**config.mk**
```make
export PLATFORM = sky130hd
export DESIGN_NAME = gf_poly_eval
export DESIGN_NICKNAME = d
export VERILOG_FILES = /design/src/rtl/gf_poly_eval.sv
export SDC_FILE = /design/constraint.sdc
export NUM_CORES = 1
export LEC_CHECK = 0
export CORE_MARGIN = 2
export CORE_UTILIZATION = 60
export CTS_BUF_LIST = sky130_fd_sc_hd__clkbuf_8
export CTS_CLUSTER_SIZE = 25
export DETAILED_ROUTE_END_ITERATION = 10
export GPL_TIMING_DRIVEN = 0
export PLACE_DENSITY = 0.8
export SYNTH_ARGS = -nofsm -noshare
export SYNTH_HDL_FRONTEND = slang
export SYNTH_SLANG_ARGS = --single-unit
```
**constraint.sdc**
```tcl
create_clock -name aclk -period 36.7 [get_ports aclk]
set_input_delay 5.505 -clock aclk [delete_from_list [all_inputs] [get_ports aclk]]
set_output_delay 5.505 -clock aclk [all_outputs]
set_load 0.005 [all_outputs]
```
**src/rtl/gf_poly_eval.sv**
```systemverilog
// gf_poly_eval: captures a GF(2^m) polynomial on vld_i and evaluates it at symb
// with Horner's scheme for EVAL_CYCLES cycles after each capture.
// Optional registered output stage: define GF_POLY_EVAL_OUTREG_EN.
//   defined   -> eval_value/vld_o registered, symb sampled the cycle before the edge
//   undefined -> eval_value is the combinational result gated by the active window
module gf_poly_eval #(
  parameter int                  SYMB_WIDTH  = 8,
  parameter int                  T_LEN       = 8,
  parameter logic [SYMB_WIDTH:0] PRIM_POLY   = 9'h11D,
  parameter int                  EVAL_CYCLES = 1
) (
  input  logic                              aclk,
  input  logic                              aresetn,
  input  logic                              vld_i,
  input  logic [T_LEN:0][SYMB_WIDTH-1:0]    poly,
  input  logic [T_LEN-1:0]                  poly_sel,
  input  logic [SYMB_WIDTH-1:0]             symb,
  output logic [SYMB_WIDTH-1:0]             eval_value,
  output logic                              vld_o
);

  localparam logic [7:0] EVAL_LOAD = 8'(EVAL_CYCLES);

  logic [T_LEN:0][SYMB_WIDTH-1:0] coef_reg;
  logic [T_LEN:0][SYMB_WIDTH-1:0] coef_next;
  logic [7:0]                     cnt_reg;
  logic                           active;
  logic [SYMB_WIDTH-1:0]          acc;
  logic [SYMB_WIDTH-1:0]          comb_value;

  // GF(2^m) multiply: shift-and-add with reduction by the primitive polynomial
  function automatic logic [SYMB_WIDTH-1:0] gf_mul(input logic [SYMB_WIDTH-1:0] a,
                                                   input logic [SYMB_WIDTH-1:0] b);
    logic [SYMB_WIDTH-1:0] prod;
    logic [SYMB_WIDTH-1:0] aa;
    prod = '0;
    aa   = a;
    for (int i = 0; i < SYMB_WIDTH; i++) begin
      if (b[i]) prod = prod ^ aa;
      aa = {aa[SYMB_WIDTH-2:0], 1'b0} ^ (aa[SYMB_WIDTH-1] ? PRIM_POLY[SYMB_WIDTH-1:0] : '0);
    end
    return prod;
  endfunction

  // The leading coefficient is always kept; the others are gated by poly_sel,
  // whose bit i controls coefficient T_LEN-1-i (MSB-first ordering).
  genvar gi;
  generate
    for (gi = 0; gi <= T_LEN; gi++) begin : g_cap
      if (gi == T_LEN) begin : g_lead
        assign coef_next[gi] = poly[gi];
      end else begin : g_gated
        assign coef_next[gi] = poly_sel[T_LEN-1-gi] ? poly[gi] : '0;
      end
    end
  endgenerate

  assign active = (cnt_reg != 8'd0);

  // Capture coefficients and (re)load the active window; count down otherwise
  always_ff @(posedge aclk or negedge aresetn) begin
    if (!aresetn) begin
      coef_reg <= '0;
      cnt_reg  <= '0;
    end else if (vld_i) begin
      coef_reg <= coef_next;
      cnt_reg  <= EVAL_LOAD;
    end else if (cnt_reg != 8'd0) begin
      cnt_reg  <= cnt_reg - 8'd1;
    end
  end

  // Horner evaluation from the leading coefficient down; symb^0 is implicitly 1
  always_comb begin
    acc = coef_reg[T_LEN];
    for (int j = T_LEN - 1; j >= 0; j--) begin
      acc = gf_mul(acc, symb) ^ coef_reg[j];
    end
    comb_value = acc;
  end

`ifdef GF_POLY_EVAL_OUTREG_EN
  logic [SYMB_WIDTH-1:0] val_reg;
  logic                  vld_reg;

  // Register the gated result and the active flag
  always_ff @(posedge aclk or negedge aresetn) begin
    if (!aresetn) begin
      val_reg <= '0;
      vld_reg <= 1'b0;
    end else begin
      val_reg <= active ? comb_value : '0;
      vld_reg <= active;
    end
  end

  assign eval_value = val_reg;
  assign vld_o      = vld_reg;
`else
  assign eval_value = active ? comb_value : '0;
  assign vld_o      = active;
`endif

endmodule

```
==> metrics.md <==
| Metric | Value |
|---|---|
| Share of layout cells above drive strength 1 | 6.92% |
| Mapped Nets | 1830 |
| Reg-to-Reg End | cnt_reg[1] |
| Status | finished, final reports clean |
| Gr usage total | 33.8% |
| Count of different cell masters after synthesis | 68 |
| Largest area contributor in the netlist | xnor2_1 |
| Final Wtd Congestion | 0.955 |
| Die area | 0.0254 sq mm |
| DR pass1 iterations | 6 |
| Slowest CP cell | xnor3_2 |
| Resized cells post-CTS | 0 |
| CTS buffer count | 9 |
| Wire per inst | 19.9 um |
| Worst Skew | 0.0119 ns |
| Num rows | 56 |
| Synth top area cells | xnor2_1 (20%), xnor3_1 (16%), dfrtp_1 (14%), nand2_1 (9.8%), xor2_1 (6.1%) |
| Worst Hold Class | reg -> reg |
| Die H | 159 um |
| CTS HTree Levels | 3 |
| CP arrival | 21.17 ns |
| 1st-iter DRT viols | 1301 |
| Via count | 12.6k |
| DP Wirelength | 32000 um |
| IO Count | 100 |
| Mapped cell area | 0.0145 sq mm |
| Initial antenna violation count | 0 |
| Cells after Synth | 1738 |
| Kind of critical path | in -> out |
| Clk buf depth | 2 |
| RR Startpoint | cnt_reg[2] |
| Max Freq | 0.0375 GHz |
| Rel. slew slack | 17.8% |
| Compound-Gate Fraction of Synth Area | 9.33% |
| Crit path time final | 26.67 ns |
| Setup TNS | 0 ns |
| Area Overhead vs Synth | 11.2% |
| Syn avg cell area | 8.34 sq um |
| WL final | 43100 um |
| Final hold viol count | 0 |
| Top-area cell type share of the netlist area | 20.1% |
| Post-CTS Hold Buffers | 0 |
| Max stage delay on crit path | 0.62 ns |
| DRC | 0 |
| Critical Path RT | 31.19 ns |
| Max reg flops | 72 |
| Nets | 1938 |
| Actual transition at the worst max-transition pin | 1.23 ns |
| Final Slew Violations | 0 |
| Post-synth ARST share | 100% |
| Hold depth | 2 |
| Max_cap viols | 0 |
| Worst Hold Launch | cnt_reg[1] |
| Count of input and output buffers | 96 |
| RSZ-0062 raised after global routing | no |
| Largest net degree at the start of global routing | 42 |
| CP endpoint kind | primary output |
| Post-Synth Adder-Cell Area | 0.0863% |
| Clock root cell | clkbuf_8 |
| Sequential area share after synthesis | 13.8% |
| Proportion of synthesized area in mux cells | 3.05% |
| Crit path top cell by count | xor2_1 |
| CP max FO | 10 |
| XOR/XNOR Fraction of Synth Area | 51.6% |
| Simple-gate share of the synthesized area | 16.6% |
| Most frequent cells in the layout | nand2_1 (380), xnor2_1 (332), nor2_1 (154), xnor3_1 (104), xor2_1 (101) |
| Initial Util | 61.4% |
| Main flop type after synthesis | dfrtp_1 |
| Global-route wire length before repair | 67400 um |
| Worst-path clk slew | 0.12 ns |
| Largest family of logic cells by synthesized area | XOR/XNOR gates |
| Critical Path Start Type | primary input |
| Yosys reg bits | 80 |
| Post-CTS setup buffer count | 0 |
| Clk_lat worst skew | 0.41 ns |
| Final setup viols | 0 |
| Die width | 159 um |
| Number of synthesis warnings | 0 |
| Core Area | 0.0236 sq mm |
| Remaining antenna violation count | 0 |
| Min-Delay Endpoint | cnt_reg[1] |
| Commonest non-fill, non-tap cell in the layout | nand2_1 |
| Worst r2r path cells | 7 |
| Gr ovfl total | 0 |
| R2R setup slack | 34.69 ns |
| CTS tree | built |
| CTS sink cnt | 80 |
| Number of global-route vias before repair | 12.3k |
| EDFF count, synth | 0 |
| Vias per cell | 5.79 |
| Fin crit share | 72.7% |
==> cells by family (layout without fill, tap and decap cells) <==
group | count (synthesis) | in the layout
simple gates | 603 | 603
other cells | 0 | 2
buf+inv | 195 | 308
compound gates | 214 | 214
flops | 80 | 80
xor+xnor | 603 | 603
mux | 42 | 42
fa+ha+maj | 1 | 1
==> worst max-delay path by stage <==
stage	depth (start not counted)	start	end
final	50	symb[6]	eval_value[6]
after global routing	48	symb[0]	eval_value[6]
after CTS	50	symb[6]	eval_value[6]
after detailed placement	50	symb[6]	eval_value[6]
after global placement	48	symb[5]	eval_value[6]
after floorplan	45	symb[3]	eval_value[3]
==> cell usage after synthesis, drive strengths merged (2+ instances only) <==
master,number
nand2,380
xnor2,357
nor2,154
xor2,117
xnor3,115
o21ai,93
dfrtp,80
inv,78
clkbuf,64
buf,53
a21oi,32
a22oi,28
mux2i,28
nor3,17
nand3,15
mux2,14
xor3,14
and2,12
o22ai,10
o211ai,8
a221oi,5
a32oi,4
nand2b,4
nor2b,4
nor4,4
a211oi,3
a222oi,3
a22o,3
a311oi,3
o21bai,3
o221ai,3
o311ai,3
or2,3
a221o,2
a2bb2oi,2
and3,2
o21a,2
or4,2
==> per-layer routing <==
layer | part of all wire [%] | GRT usage [%]
met1 | 41 | 44.9
met2 | 46 | 54.2
met3 | 9.6 | 6.33
met4 | 3.7 | 14.5
met5 | 0 | 0
==> worst max-delay path, delay by kind of cell <==
family | cells | cell delay (ns)
xor+xnor | 29 | 10.19
buf+inv | 7 | 2.60
simple gates | 9 | 1.59
compound gates | 5 | 1.27
==> cell type report <==
type | count | area [sq um]
multi-input cells | 1463 | 11700
clock inverters | 7 | 109
plain buffers | 117 | 512
well taps | 319 | 399
repair buffers | 97 | 986
diodes | 2 | 5.00
flip-flops and latches | 80 | 2000
inverters | 78 | 293
fillers | 1957 | 7490
clock buffers | 9 | 124
==> through the flow <==
stage / cells / hold slack [ns] / instance area (sq um) / setup WS, ns / utilization, %
global route: 2170 / 0.577 / 16100 / 9.12 / 68.2
floorplan: 1738 / 0.480 / 14500 / 13.46 / -
global placement: 2153 / 0.494 / 15900 / 10.56 / 67.2
CTS: 2170 / 0.533 / 16100 / 10.38 / 68.2
detailed placement: 2154 / 0.506 / 15900 / 10.42 / 67.3
finish: 2172 / 0.529 / 16100 / 10.03 / 68.3
Power is not shown: default switching activity piles up to over one toggle a cycle in this logic, so the estimate is an artifact.
